`config.mk`:
```
export PLATFORM = sky130hd
export DESIGN_NAME = drum_compositor
export DESIGN_NICKNAME = d
export VERILOG_FILES = /design/src/rtl/drum_compositor.sv
export SDC_FILE = /design/constraint.sdc
export NUM_CORES = 1
export LEC_CHECK = 0
export CORE_UTILIZATION = 40
export CTS_CLUSTER_SIZE = 12
export DETAILED_ROUTE_END_ITERATION = 12
export GPL_TIMING_DRIVEN = 0
export PLACE_DENSITY = 0.84
export SYNTH_ARGS = -nofsm -noshare
export SYNTH_HDL_FRONTEND = slang
export SYNTH_SLANG_ARGS = --single-unit
```
`constraint.sdc`:
```
create_clock -name clk -period 2 [get_ports clk]
set_clock_uncertainty 0.2 [all_clocks]
set_input_delay 0.4 -clock clk [delete_from_list [all_inputs] [get_ports clk]]
set_output_delay 0.4 -clock clk [all_outputs]
set_load 0.01 [all_outputs]
```
`src/rtl/drum_compositor.sv`:
```
// Sprite compositor for the drum pads: picks the highest-priority lit sprite,
// dims idle pads, flashes hit pads for a number of frames, and realigns video syncs.
module drum_compositor #(
  parameter int NUM_PADS     = 4,
  parameter int FLASH_FRAMES = 8,
  parameter int PIPE_DELAY   = 3
) (
  input  logic                    clk,
  input  logic                    reset_n,
  input  logic                    hsync,
  input  logic                    vsync,
  input  logic                    blank,
  input  logic [24*NUM_PADS-1:0]  pad_pixels,
  input  logic [NUM_PADS-1:0]     hit,
  output logic                    phsync,
  output logic                    pvsync,
  output logic                    pblank,
  output logic [23:0]             pixel_out,
  output logic [NUM_PADS-1:0]     flash_active
);

  localparam int CW = $clog2(FLASH_FRAMES + 1);
  localparam logic [CW-1:0] LOAD_VAL = CW'(FLASH_FRAMES);
  localparam logic [CW-1:0] ONE      = CW'(1);

  // Each stage carries {hsync, vsync, blank}
  logic [PIPE_DELAY-1:0][2:0] sync_pipe_q, sync_pipe_d;
  logic [2:0]                 sync_out_q, sync_out_d;
  logic                       vsync_q, vsync_d;
  logic                       tick;
  logic [NUM_PADS-1:0]        pending_q, pending_d;
  logic [NUM_PADS-1:0][CW-1:0] cnt_q, cnt_d;
  logic [NUM_PADS-1:0]        flash_q, flash_d;
  logic [23:0]                pixel_q, pixel_d;
  logic [23:0]                win_pix;
  logic                       win_flash;
  logic                       win_found;
  logic                       blank_dly;

  // vsync_q resets high so a low vsync at reset release is not mistaken for an edge
  assign tick      = vsync_q & ~vsync;
  assign blank_dly = sync_pipe_q[PIPE_DELAY-1][0];

  always_comb begin
    sync_pipe_d    = sync_pipe_q;
    sync_pipe_d[0] = {hsync, vsync, blank};
    for (int k = 1; k < PIPE_DELAY; k++) begin
      sync_pipe_d[k] = sync_pipe_q[k-1];
    end
    sync_out_d = sync_pipe_q[PIPE_DELAY-1];
    vsync_d    = vsync;
  end

  always_comb begin
    pending_d = tick ? '0 : (pending_q | hit);
    cnt_d     = cnt_q;
    flash_d   = '0;
    for (int i = 0; i < NUM_PADS; i++) begin
      // A hit landing in the tick cycle itself still loads at that tick
      if (tick) begin
        if (pending_q[i] | hit[i]) begin
          cnt_d[i] = LOAD_VAL;
        end else if (cnt_q[i] != '0) begin
          cnt_d[i] = cnt_q[i] - ONE;
        end
      end
      flash_d[i] = (cnt_q[i] != '0);
    end
  end

  always_comb begin
    win_pix   = '0;
    win_flash = 1'b0;
    win_found = 1'b0;
    // Scan high to low so the lowest nonzero pad overwrites the rest
    for (int i = NUM_PADS - 1; i >= 0; i--) begin
      if (pad_pixels[24*i +: 24] != 24'd0) begin
        win_pix   = pad_pixels[24*i +: 24];
        win_flash = flash_q[i];
        win_found = 1'b1;
      end
    end
    pixel_d = '0;
    if (!blank_dly && win_found) begin
      if (win_flash) begin
        pixel_d = win_pix;
      end else begin
        pixel_d = {2'b00, win_pix[23:18], 2'b00, win_pix[15:10], 2'b00, win_pix[7:2]};
      end
    end
  end

  always_ff @(posedge clk or negedge reset_n) begin
    if (!reset_n) begin
      sync_pipe_q <= '1;
      sync_out_q  <= '1;
      vsync_q     <= 1'b1;
      pending_q   <= '0;
      cnt_q       <= '0;
      flash_q     <= '0;
      pixel_q     <= '0;
    end else begin
      sync_pipe_q <= sync_pipe_d;
      sync_out_q  <= sync_out_d;
      vsync_q     <= vsync_d;
      pending_q   <= pending_d;
      cnt_q       <= cnt_d;
      flash_q     <= flash_d;
      pixel_q     <= pixel_d;
    end
  end

  assign phsync       = sync_out_q[2];
  assign pvsync       = sync_out_q[1];
  assign pblank       = sync_out_q[0];
  assign pixel_out    = pixel_q;
  assign flash_active = flash_q;

endmodule

```
Word level (Yosys, flattened, before mapping)

Index checks and enable logic that the tools add are counted.

Output and inout bits: 31
Input bits: 105
Flip-flop bits (word level): 61
Logic and storage cells: 64

Mux-type cells: 23
Add/subtract/negate cells: 4
Bitwise operators: 7
Reductions and logical operators: 18

Operator list:

| cell                  | number |
|---|---|
| $mux W24              | 6 |
| $reduce_bool A24 Y1   | 4 |
| $mux W4               | 9 |
| $reduce_bool A4 Y1    | 4 |
| $sub A4 B1 Y4 const B | 4 |
| $mux W1               | 8 |
| $reduce_and A2 Y1     | 4 |
| $reduce_bool A2 Y1    | 4 |
| $or A1 B1 Y1          | 4 |
| $or A4 B4 Y4          | 1 |
| $and A1 B1 Y1         | 1 |
| $logic_and A1 B1 Y1   | 1 |
| $logic_not A1 Y1      | 1 |
| $not A1 Y1            | 1 |

Depth between registers and ports, before layout

Depth after elaboration: 7
Gate-level depth with buffers: 8
Gate-level depth less buffers: 8

Least setup slack after synthesis

Ideal clock, no wire load.

Kind: input -> register
Start point: in pad_pixels[4]
End point: reg pixel_q[10] (netlist: pixel_out[10])
Setup slack: -331 ps
Stages: 8
Data required time: 1672 ps
Library setup time: 128 ps
Buffers on the path: 2
Arrival: 2003 ps
Cells stage by stage: or4_1 nor2_2 nand2_2 and2_1 buf_2 buf_2 nor3_1 nor3_2

Cells in the longest elaborated chain, start to end: 4
Elaborated cells between the ends (all ways): 7
Those cells by class: mux: 5; reduce/logical: 2

Ends and longest elaborated chain:

| what                                                   | line   | RTL |
|---|---|---|
| from (decl)                                            | 13     | `input logic [24*NUM_PADS-1:0] pad_pixels,` |
| $reduce_bool A24 Y1 *                                  | 77     | `if (pad_pixels[24*i +: 24] != 24'd0) begin` |
| $mux W24 / $mux W1 (equally long branches)             | 77     |  |
| $mux W24 / $logic_and A1 B1 Y1 (equally long branches) | 85, 84 |  |
| $mux W24 *                                             | 84     | `if (!blank_dly && win_found) begin` |
| net pixel_d[10]                                        | 34     | `logic [23:0] pixel_q, pixel_d;` |
| to (signal assigned)                                   | 109    | `pixel_q <= pixel_d;` |
| to (decl)                                              | 34     |  |

The timed path passes the listed nets; every way through them passes the cells marked *.
A chain may end at the register's enable or synchronous reset.

Worst setup path after layout

Start point: in pad_pixels[34]
End point: reg pixel_q[1] (netlist: pixel_out[1])

Cells in the longest elaborated chain, start to end: 5
Elaborated cells between the ends (all ways): 10
Those cells by class: mux: 8; reduce/logical: 2

Ends and longest elaborated chain:

| what                                                     | line |
|---|---|
| $reduce_bool A24 Y1 *                                    | 77 |
| $mux W24 / $mux W1 (equally long branches) (2 in series) | 77 |
| $mux W24 / $logic_and A1 B1 Y1 (equally long branches)   | 85, 84 |
| $mux W24 *                                               | 84 |
| net pixel_d[1]                                           | 34 |

Marked as above.

==> impl_metrics.tcl <==
set metrics [dict create \
    synth_common_cells "dfrtp_1 (48), a31oi_1 (44), nor3_1 (30)" \
    final_core_util_pct 79.9 \
    ys_async_sr_fraction_pct 100 \
    drtIter0Drc 371 \
    grt_max_degree 39 \
    setup_viol 24 \
    routed_wl_um 18200 \
    power_mw 3.85 \
    worstSetupStartpointType "input pin" \
    cts_root_buf "clkbuf_8" \
    period_share_pct 123 \
    ys_seq_area_share_pct 44.3 \
    seq_area_um2 1520 \
    htreeDepth 3 \
    power.density_nw_per_um2 584 \
    leakagePower_nw 2.66 \
    synth.most_common_cell "dfrtp_1" \
    syn_area_um2 3420 \
    cp-end-kind "flop" \
    nFillCells 448 \
    worstPathMaxFanout 5 \
    die_y_um 94.5 \
    die_area_um2 8930 \
    antenna_left 0 \
    via_per_inst 6.81 \
    critPathKind "input pin to flop" \
    crit_arrival_ns 2.49 \
    nNetsFinal 684 \
    layout_min_cycle_time_ns 2.47 \
    synthCells 360 \
    rsz0062_at_grt "yes" \
    synthTopCellsByArea "dfrtp_1 (35%), dfstp_2 (9.2%), a31oi_1 (8.0%), o31ai_1 (5.3%), nor3_1 (4.4%)" \
    grt_pass1_wl_um 24300 \
    initial_core_util_pct 41.4 \
    io_buffers 135 \
    diodes 0 \
    cts-buffers-inserted 9 \
    relSlewSlack_pct 60.9 \
    maxCapViolations 0 \
    hpwl_um 9890 \
    gp_congestion 0.965 \
    synth_edf_count 0 \
    ys.flop_type "dfrtp_1" \
    grt_pass1_vias 4536 \
    finalHoldViolCount 0 \
    hp-class "input pin to flop" \
    yosys.area.top_type "dfrtp_1" \
    status "finished, violations left" \
    finalWorstSetupSlack_ns -0.468 \
    cts_buffer_depth 2 \
    cts_tree "built" \
    finalMaxSlewViolations 0 \
    synthDistinctLibCells 45 \
    violations "setup timing" \
    cp.required_ns 2.02 \
    worstMarginPinSlew_ns 0.587 \
    multi_input_area_um2 2570 \
    drive_gt1_share_pct 49.0 \
    grtUsageTotal_pct 37.0 \
    overflow 0 \
    synth_warnings 0 \
    insertion_delay_ns 0.34 \
    ir_drop_mv 0.444 \
    synth_seq_cells 60 \
    ios 136 \
    postSynthAreaPerCell_um2 9.51 \
    clk_pin_slew_ns 0.07 \
    area_growth_pct 92.8 \
    rows 33 \
    grt_antenna_before_repair 0 \
    synthesis.nets 473 \
    yosysTopAreaCellShare_pct 35.1 \
    drt-pass1-iter-count 6 \
    drt-wirelength-per-cell_um 26.8 \
    cts.sinks 60 \
    die_w_um 94.5 \
    clock.fmax_mhz 405 \
    num_vias 4633 \
    remaining_drc_errors 0 \
    coreArea_um2 8260 \
    finalSetupTns_ns -8.56 \
]
## layer usage
metal,up-vias,part of all wire (%),wire length (µm),track usage [%]
li1,1829,-,-,-
met1,2230,33,6060,37.9
met2,406,48,8710,64.1
met3,168,10,1900,11.0
met4,0,8.6,1570,26.8
met5,-,0,0,0
## cell type report
| type | count | area share (%) |
|---|---|---|
| clock buffer | 11 | 2.14 |
| buffer | 21 | 3.74 |
| timing repair buffer | 202 | 28.2 |
| multi-input combinational | 262 | 39.0 |
| inverter | 15 | 0.854 |
| sequential | 60 | 23.0 |
| clock inverter | 4 | 1.12 |
| tap | 105 | 1.99 |
## critical path, cell delays in order
cell and delay (ns):
buf_6 0.10, or4_4 0.54, nor2_4 0.27, and2_4 0.22, buf_6 0.11, a311oi_4 0.12, buf_4 0.19, buf_4 0.15
nor3_4 0.32, a211oi_4 0.06
## worst paths after layout
kind | startpoint | to | slack, ns | depth (start not counted)
setup / recovery | pad_pixels[34] | pixel_out[1] | -0.47 | 10
hold / removal | pad_pixels[9] | pixel_out[9] | 0.13 | 3
setup reg to reg | cnt_q[0] | cnt_q[3] | 0.13 | 6
hold reg to reg | sync_pipe_d[5] | sync_pipe_d[8] | 0.16 | 0
max in group asynchronous | reset_n | sync_out_d[0] | 0.55 | 3
min in group asynchronous | reset_n | pixel_out[14] | 0.37 | 2
## state kept, by name, indices dropped and copies added (netlist names)
| name | flops |
|---|---|
| sync_out_q | 3 |
| pixel_out | 24 |
| cnt_q | 16 |
| sync_pipe_d | 6 |
| pending_q | 4 |
| flash_active | 4 |
| sync_out_d | 3 |
## repair_timing
item                                    in CTS  in global routing
pin swaps                                   72                 52
hold buffers                                 1                  0
hold endpoints to repair                    12                  0
resized for setup                          325                123
endpoints found under the setup margin      32                 34
cloned                                       5                  0
buffers inserted                            39                 24
## placed cells by master (no fill, tap or decap), types with 8 or more instances in the layout
cell type	synthesis	final
a31oi_1	44	38
buf_12	0	10
buf_2	13	14
buf_4	2	40
buf_6	2	35
clkbuf_2	0	25
clkbuf_8	0	11
clkdlybuf4s15_1	0	18
clkdlybuf4s50_1	0	35
dfrtp_1	48	48
dfstp_2	12	12
dlygate4sd2_1	0	30
ha_1	8	8
inv_1	15	15
nand2_1	24	21
nor2_1	13	11
nor3_1	30	10
nor3_2	10	25
nor4_2	4	10
nor4_4	0	11
o21ai_0	13	9
o31ai_4	0	15
## cells by family (layout without fill, tap and decap cells)
family	after synthesis	after routing	share of synthesized area (%)
flip-flops	60	60	44.3
AO/OA/AOI/OAI	119	119	23.7
adder cells (fa/ha/maj)	8	8	2.93
AND/OR/NAND/NOR	134	135	23.6
buffers and inverters	39	253	5.41
## power breakdown
group,switching [mW],total [mW],internal (mW)
Sequential,0.111,1.48,1.36
Clock,0.502,1.23,0.730
Combinational,0.616,1.14,0.528
Total,1.23,3.85,2.62
## per-stage QoR
step | setup WS, ns | hold WS, ns | cells | instance area, µm²
3_3_place_gp | -1.54 | 0.148 | 600 | 5040
3_5_place_dp | -1.13 | 0.147 | 601 | 5050
4_1_cts | -0.219 | 0.130 | 661 | 6210
6_report | -0.468 | 0.128 | 680 | 6600
5_1_grt | -0.459 | 0.119 | 680 | 6600
2_1_floorplan | -0.298 | -0.0956 | 360 | 3550
Power figures use the tool's default switching activity.
